File: src/rtl/enemy_life_ctrl.sv
// Lifecycle controller for a pool of NUM enemy slots: spawn, hit flash, life, destruction animation.
// Optional score accumulator enabled by defining ENEMY_SCORE_EN.
module enemy_life_ctrl #(
    parameter int unsigned NUM            = 4,
    parameter int unsigned NUM_W          = 2,
    parameter int unsigned LIFE           = 8,
    parameter int unsigned LIFE_W         = 4,
    parameter int unsigned DOWN_FRAMES    = 3,
    parameter int unsigned SEL_W          = 3,
    parameter int unsigned TICK_CYCLES    = 1000000,
    parameter int unsigned TICK_W         = 20,
    parameter int unsigned SCORE_PER_KILL = 10,
    parameter int unsigned SCORE_W        = 16
) (
    input  logic               clk_vga,
    input  logic               rst_n,
    input  logic               en_i,
    input  logic               trigger_i,
    input  logic [NUM_W-1:0]   trigger_idx_i,
    input  logic [NUM_W-1:0]   curr_idx_i,
    input  logic               hit_bullet_i,
    input  logic               hit_me_i,
    output logic [NUM-1:0]     disappear_o,
    output logic               sprite_vali_o,
    output logic [SEL_W-1:0]   sprite_sel_o,
    output logic [NUM-1:0]     kill_o,
    output logic [NUM_W:0]     alive_cnt_o,
    output logic [SCORE_W-1:0] score_o
);

    typedef enum logic [1:0] {StIdle, StNormal, StHit, StDown} state_e;

    state_e            state_q [NUM];
    state_e            state_d [NUM];
    logic [LIFE_W-1:0] life_q  [NUM];
    logic [LIFE_W-1:0] life_d  [NUM];
    logic [SEL_W-1:0]  frame_q [NUM];
    logic [SEL_W-1:0]  frame_d [NUM];
    logic [TICK_W-1:0] cnt_q, cnt_d;
    logic              tick;
    logic [NUM-1:0]    kill_q, kill_d, disappear_q, disappear_d;
    logic [NUM_W:0]    alive_q, alive_d;

    always_comb begin
        tick  = en_i && (cnt_q == TICK_W'(TICK_CYCLES - 1));
        cnt_d = cnt_q;
        if (en_i) begin
            cnt_d = tick ? '0 : cnt_q + TICK_W'(1);
        end
    end

    // Slot indices >= NUM never match any i, so out-of-range requests drop out here.
    always_comb begin
        for (int i = 0; i < NUM; i++) begin
            state_d[i] = state_q[i];
            life_d[i]  = life_q[i];
            frame_d[i] = frame_q[i];
            kill_d[i]  = 1'b0;
            if (en_i) begin
                unique case (state_q[i])
                    StIdle: begin
                        if (trigger_i && (trigger_idx_i == NUM_W'(i))) begin
                            state_d[i] = StNormal;
                            life_d[i]  = LIFE_W'(LIFE);
                            frame_d[i] = '0;
                        end
                    end
                    StNormal: begin
                        if ((curr_idx_i == NUM_W'(i)) && (hit_bullet_i || hit_me_i)) begin
                            state_d[i] = StHit;
                            if (hit_me_i) begin
                                life_d[i] = '0;
                            end else if (life_q[i] != '0) begin
                                life_d[i] = life_q[i] - LIFE_W'(1);
                            end
                        end
                    end
                    StHit: begin
                        if (tick) begin
                            if (life_q[i] == '0) begin
                                state_d[i] = StDown;
                                frame_d[i] = '0;
                                kill_d[i]  = 1'b1;
                            end else begin
                                state_d[i] = StNormal;
                            end
                        end
                    end
                    StDown: begin
                        if (tick) begin
                            if (frame_q[i] == SEL_W'(DOWN_FRAMES - 1)) begin
                                state_d[i] = StIdle;
                            end else begin
                                frame_d[i] = frame_q[i] + SEL_W'(1);
                            end
                        end
                    end
                    default: state_d[i] = StIdle;
                endcase
            end
        end
    end

    always_comb begin
        alive_d     = '0;
        disappear_d = '0;
        for (int i = 0; i < NUM; i++) begin
            disappear_d[i] = (state_q[i] == StIdle);
            alive_d = alive_d + (NUM_W+1)'((state_q[i] == StNormal) || (state_q[i] == StHit));
        end
    end

    always_comb begin
        sprite_vali_o = 1'b0;
        sprite_sel_o  = '0;
        for (int i = 0; i < NUM; i++) begin
            if (curr_idx_i == NUM_W'(i)) begin
                case (state_q[i])
                    StNormal: sprite_vali_o = 1'b1;
                    StHit: begin
                        sprite_vali_o = 1'b1;
                        sprite_sel_o  = SEL_W'(1);
                    end
                    StDown: begin
                        sprite_vali_o = 1'b1;
                        sprite_sel_o  = SEL_W'(2) + frame_q[i];
                    end
                    default: ;
                endcase
            end
        end
    end

    always_ff @(posedge clk_vga or negedge rst_n) begin
        if (!rst_n) begin
            cnt_q       <= '0;
            kill_q      <= '0;
            disappear_q <= '1;
            alive_q     <= '0;
            for (int i = 0; i < NUM; i++) begin
                state_q[i] <= StIdle;
                life_q[i]  <= LIFE_W'(LIFE);
                frame_q[i] <= '0;
            end
        end else begin
            cnt_q       <= cnt_d;
            kill_q      <= kill_d;
            disappear_q <= disappear_d;
            alive_q     <= alive_d;
            for (int i = 0; i < NUM; i++) begin
                state_q[i] <= state_d[i];
                life_q[i]  <= life_d[i];
                frame_q[i] <= frame_d[i];
            end
        end
    end

    assign disappear_o = disappear_q;
    assign kill_o      = kill_q;
    assign alive_cnt_o = alive_q;

`ifdef ENEMY_SCORE_EN
    logic [SCORE_W-1:0] score_q, score_d;
    logic [SCORE_W:0]   score_sum;
    int unsigned        n_kill;

    // Score lands together with the kill_o pulse it accounts for.
    always_comb begin
        n_kill = 0;
        for (int i = 0; i < NUM; i++) begin
            if (kill_d[i]) begin
                n_kill = n_kill + 1;
            end
        end
        score_sum = {1'b0, score_q} + (SCORE_W+1)'(n_kill * SCORE_PER_KILL);
        score_d   = score_sum[SCORE_W] ? '1 : score_sum[SCORE_W-1:0];
    end

    always_ff @(posedge clk_vga or negedge rst_n) begin
        if (!rst_n) begin
            score_q <= '0;
        end else begin
            score_q <= score_d;
        end
    end

    assign score_o = score_q;
`else
    assign score_o = '0;
`endif

endmodule
File: config.mk
export PLATFORM = sky130hd
export DESIGN_NAME = enemy_life_ctrl
export DESIGN_NICKNAME = d
export VERILOG_FILES = /design/src/rtl/enemy_life_ctrl.sv
export SDC_FILE = /design/constraint.sdc
export NUM_CORES = 1
export LEC_CHECK = 0
export ABC_CLOCK_PERIOD_IN_PS = 2700
export CAP_MARGIN = 10
export CORE_ASPECT_RATIO = 1.25
export CORE_MARGIN = 2
export CORE_UTILIZATION = 30
export DETAILED_ROUTE_END_ITERATION = 12
export HOLD_SLACK_MARGIN = 0.12
export REMOVE_ABC_BUFFERS = 1
export SLEW_MARGIN = 20
export SYNTH_ARGS = -nofsm -noshare
export SYNTH_HDL_FRONTEND = slang
export SYNTH_SLANG_ARGS = --single-unit
File: constraint.sdc
create_clock -name clk_vga -period 2.7 [get_ports clk_vga]
set_input_delay 0.405 -clock clk_vga [delete_from_list [all_inputs] [get_ports clk_vga]]
set_output_delay 0.405 -clock clk_vga [all_outputs]
set_load 0.05 [all_outputs]
After elaboration in Yosys (flattened, before gate mapping)
Cells that the tools add are included.

word-level totals
  bits in registers = 67
  input port bits = 10
  output and inout bits = 31
  logic and storage cells = 244

operators by class
  $add $sub $neg = 16
  equal/unequal tests = 55
  multiplexer cells = 105
  reduce and logical (&&, ||, !) cells = 52

operators by type and width
  kind                                                                   number
  3-bit two-way mux                                                      24
  4-bit two-way mux                                                      16
  2-bit two-way mux                                                      24
  2-bit != test, second input constant                                   24
  3-bit one-hot mux with 3 select lines                                  4
  2-bit one-hot mux with 4 select lines                                  4
  4-bit one-hot mux with 2 select lines                                  4
  7-bit AND reduction                                                    4
  2-bit equality test, second input constant                             12
  1-bit two-way mux                                                      24
  3-bit one-hot mux with 2 select lines                                  4
  6-bit AND reduction                                                    4
  20-bit by 1-bit adder with 20-bit output, second input constant        1
  20-bit equality test, second input constant                            1
  20-bit two-way mux                                                     1
  5-bit AND reduction                                                    4
  4-bit logical NOT                                                      4
  4-bit nonzero test                                                     4
  4-bit by 1-bit subtractor with 4-bit output, second input constant     4
  2-bit by 3-bit adder with 3-bit output, first input constant           4
  3-bit by 1-bit adder with 3-bit output, second input constant          4
  2-bit by 1-bit equality test with 1-bit output, second input constant  6
  3-bit by 2-bit equality test with 1-bit output, second input constant  4
  2-bit logical NOT                                                      6
  10 further kinds                                                       37

Logic depth before layout (Yosys ltp)
  depth in word-level cells = 10
  depth in mapped cells = 7
  mapped depth without buffers = 7

Worst setup path before layout
No wires, ideal clock.

  path kind = register to output
  start point = register state_q[4] in the netlist's numbering
  end point = output port sprite_sel_o[2]
  arrival = 2.722 ns
  data required time = 2.295 ns
  slack = -0.427 ns
  cell stages (with the launch flop) = 5
  buffers on the path = 1
  cells stage by stage = dfrtp_1 ha_1 clkbuf_1 inv_1 o311ai_0

between the ends
  word-level cells in the longest chain between the ends = 7
  elaborated cells on any way between the ends = 8
  those cells by class = 2 x eq/ne; 6 x mux

RTL lines
  element                                    line  source
  start: declaration                         33    state_e state_q [NUM];
  start signal: indexed assignment           141   state_q[i] <= StIdle;
  start signal: indexed assignment           151   state_q[i] <= state_d[i];
  2-bit equality test                        118   case (state_q[i])
  3-bit one-hot mux with 2 select lines (*)  118
  3-bit two-way mux (*)                      117   if (curr_idx_i == NUM_W'(i)) begin
  3-bit one-hot mux with 2 select lines      118
  3-bit two-way mux (*)                      117
  3-bit one-hot mux with 2 select lines      118
  3-bit two-way mux (*)                      117
  end: declaration                           25    output logic [SEL_W-1:0] sprite_sel_o,

Every way passes the cells marked *; elsewhere a longest branch is shown, timed or not.

Worst setup path in the final report
  start point = register state_q[6] in the netlist's numbering
  end point = output port sprite_sel_o[1]

between the ends
  word-level cells in the longest chain between the ends = 9
  elaborated cells on any way between the ends = 10
  those cells by class = 2 x eq/ne; 8 x mux

RTL lines
  element                                    line
  2-bit equality test                        118
  3-bit one-hot mux with 2 select lines (*)  118
  3-bit two-way mux (*)                      117
  3-bit one-hot mux with 2 select lines      118
  3-bit two-way mux (*)                      117
  3-bit one-hot mux with 2 select lines      118
  3-bit two-way mux (*)                      117
  3-bit one-hot mux with 2 select lines      118
  3-bit two-way mux (*)                      117

Marked as above.

==> impl_metrics.yaml <==
outcome:
  status: "finished clean"
sta:
  tightestPinTransition_ns: 0.711
  clock_skew_ns: 0.00901
  hold_viol_final: 0
  fin_crit_sh: 0.934
  setup_slack_ns: 0.179
  final.min_clock_period_ns: 2.52
  rsz0062_at_grt: "no"
  drv_slew: 0
  setup_viol: 0
  slew-limit-headroom: 0.520
  fmax_mhz: 397
placement:
  gp_congestion: 0.805
  numPortBuffers: 24
  placed_cells: 654
  pre_cts_ws_ns: 0.200
  dp_hpwl_mm: 7.30
worst_setup_path:
  critPathTopFamily: "compound AO/OA/AOI/OAI gates"
  r2r_setup_slack_ns: 0.31
  arrival_ns: 2.12
  critPathBufInv: 2
  crit_required_ns: 2.30
  path_cells: "ha_1, inv_1, o32ai_1, nor2_1, a21oi_1, buf_12"
  cpPeakStageDelay_ns: 0.42
  crit_type: "flop to primary output"
  crit_fanout: 6
  crit_slowest_cell: "dfrtp_1"
  end_kind: "primary output"
  cp-start-kind: "flop"
cts:
  numCtsBuffers: 9
  clk_pin_slew_worst_paths_ns: 0.06
  ctsResizeCount: 0
  insertion_delay_ns: 0.34
  htreeDepth: 3
  clock-sinks: 67
  clockRootBuffer: "clkbuf_16"
  clockBufferDepth: 2
  cts_tree: "done"
pwr:
  p_per_area_nw_per_um2: 615
  ir_worst_vdd_v: 0.000262
  p_leak_nw: 2.35
yosys:
  synth-seq-cells: 67
  synthesis.area_um2: 4290
  synth_flop_cell: "dfrtp_1"
  ys.warnings.count: 0
  synth_edf_count: 0
  synth_async_sr_flop_share: 1.00
  yosysSeqAreaShare: 0.393
  syn-instance-count: 448
  synth.distinct_cells: 61
  synth_area_per_cell_um2: 9.59
routing:
  via_count: 3361
  totalWireLength_mm: 9.73
  route.antenna.remaining_nets: 0
  wl_per_cell_um: 14.5
  vias_per_cell: 5.01
  drtIter0Drc: 275
  firstDrtPassIters: 4
  drcViolationCount: 0
grt:
  grt_max_degree: 45
  grtUsageMet3: 0.0330
  grt.met2_usage: 0.228
  grt_pass1_vias: 3355
  grt_pass1_wl_mm: 16.4
  overflow: 0
  use_met1: 0.163
  antenna_found_initial: 0
  grt_usage: 0.133
  busiest_layer: "met2"
floorplanning:
  num_rows: 48
  placeableCoreArea_um2: 13900
  num_io_pins: 41
  chipWidth_um: 111
  start_util: 0.310
  design.die.area_um2: 15300
  die_h_um: 138
job:
  maxCapViolCount: 0
layout:
  final-seq-area_um2: 1690
  drive_above_1_share: 0.123
  final_nets: 542
  fillers: 1368
  multi_input_area_um2: 2360
  final_cell_mix: "dfrtp_1 (59), ha_1 (40), inv_1 (35)"
  final_common_cell: "dfrtp_1"
  area_growth_pct: 19.5
  instances_no_fill: 671
  antennaDiodeCount: 0
min_path:
  hold_class: "flop to flop"
==> power by group <==
group | leakage [nW] | total (mW) | switching (mW) | internal (mW)
Sequential | 0.834 | 1.21 | 0.0909 | 1.12
Clock | 0.143 | 1.18 | 0.437 | 0.740
Combinational | 1.37 | 0.771 | 0.467 | 0.304
==> sequential cells by signal, summed over array words and instances (netlist names) <==
register / count
disappear_o: 4
life_q: 16
frame_q: 12
kill_o: 4
state_q: 8
alive_cnt_o: 3
cnt_q: 20
==> stage by stage <==
step	power (mW)	area, um^2	hold WS, ns	util	TNS [ns]
4_1_cts	3.19	5130	0.496	0.370	0
3_5_place_dp	2.00	4820	0.437	0.348	0
3_3_place_gp	1.97	4820	0.429	0.348	0
2_1_floorplan	1.74	4180	0.109	-	-0.323
5_1_grt	3.33	5130	0.510	0.370	0
6_report	3.16	5130	0.493	0.370	0
==> logic make-up (layout without fill, tap and decap cells) <==
logic type | count (synthesis) | after routing | share of synthesized area
simple gates | 143 | 143 | 0.176
compound gates | 106 | 106 | 0.174
flops | 67 | 67 | 0.393
buf+inv | 61 | 94 | 0.0696
fa+ha+maj | 41 | 41 | 0.121
xor+xnor | 19 | 19 | 0.0388
mux | 10 | 10 | 0.0265
other cells | 1 | 16 | 0.000873
==> path summary, 6_finish.rpt <==
kind / startpoint / to / cells past startpoint
hold reg to reg: cnt_q[7]$_DFFE_PN0P_ / cnt_q[7]$_DFFE_PN0P_ / 1
setup reg to reg: cnt_q[15]$_DFFE_PN0P_ / state_q[7]$_DFFE_PN0P_ / 6
hold / removal: cnt_q[7]$_DFFE_PN0P_ / cnt_q[7]$_DFFE_PN0P_ / 1
min in group asynchronous: rst_n / cnt_q[2]$_DFFE_PN0P_ / 2
setup / recovery: state_q[6]$_DFFE_PN0P_ / sprite_sel_o[1] / 6
max in group asynchronous: rst_n / life_q[3]$_DFFE_PN1P_ / 3
==> final cells by class <==
type                       instances  share of cell area
multi-input combinational        335               0.461
sequential                        67               0.329
timing repair buffer              43              0.0843
clock buffer                      12              0.0480
tap                              175              0.0427
inverter                          35              0.0256
clock inverter                     4              0.0100
==> what timing repair did <==
item | in CTS | in global routing
hold buffers | 1 | 0
buffers inserted | 0 | 0
hold endpoints to repair | 23 | 0
==> per-layer routing <==
layer	vias up	share of wire	wire [um]
met5	-	0	0
met4	0	0.019	184
met3	12	0.039	381
met2	61	0.50	4850
met1	1624	0.44	4310
li1	1664	-	-
==> cell usage after synthesis, types with 3 or more instances <==
master / count / area, um^2
mux2i_1: 8 / 80.1
nor3b_1: 3 / 22.5
dfstp_2: 8 / 210
nand3b_1: 4 / 30.0
o22ai_1: 7 / 43.8
nor2_1: 27 / 101
a21o_1: 7 / 52.6
nand2_1: 33 / 124
xnor2_1: 10 / 87.6
nand2b_1: 7 / 43.8
xor2_1: 9 / 78.8
nand4_1: 8 / 50.1
a221oi_1: 7 / 61.3
or2_2: 3 / 18.8
a22o_1: 6 / 52.6
o2bb2ai_1: 4 / 35.0
ha_1: 40 / 500
o211ai_1: 4 / 30.0
inv_1: 35 / 131
nor2b_1: 4 / 25.0
or3b_2: 6 / 52.6
or3_1: 5 / 31.3
a31oi_1: 4 / 25.0
a211oi_1: 3 / 22.5
o31ai_1: 5 / 37.5
a32oi_1: 3 / 26.3
nand3_1: 22 / 110
o21ai_0: 27 / 135
clkbuf_1: 7 / 26.3
nor3_1: 10 / 50.1
buf_4: 16 / 120
dfrtp_1: 59 / 1480
a21oi_1: 11 / 55.1
Note: power is estimated with default switching activity, not from simulation.
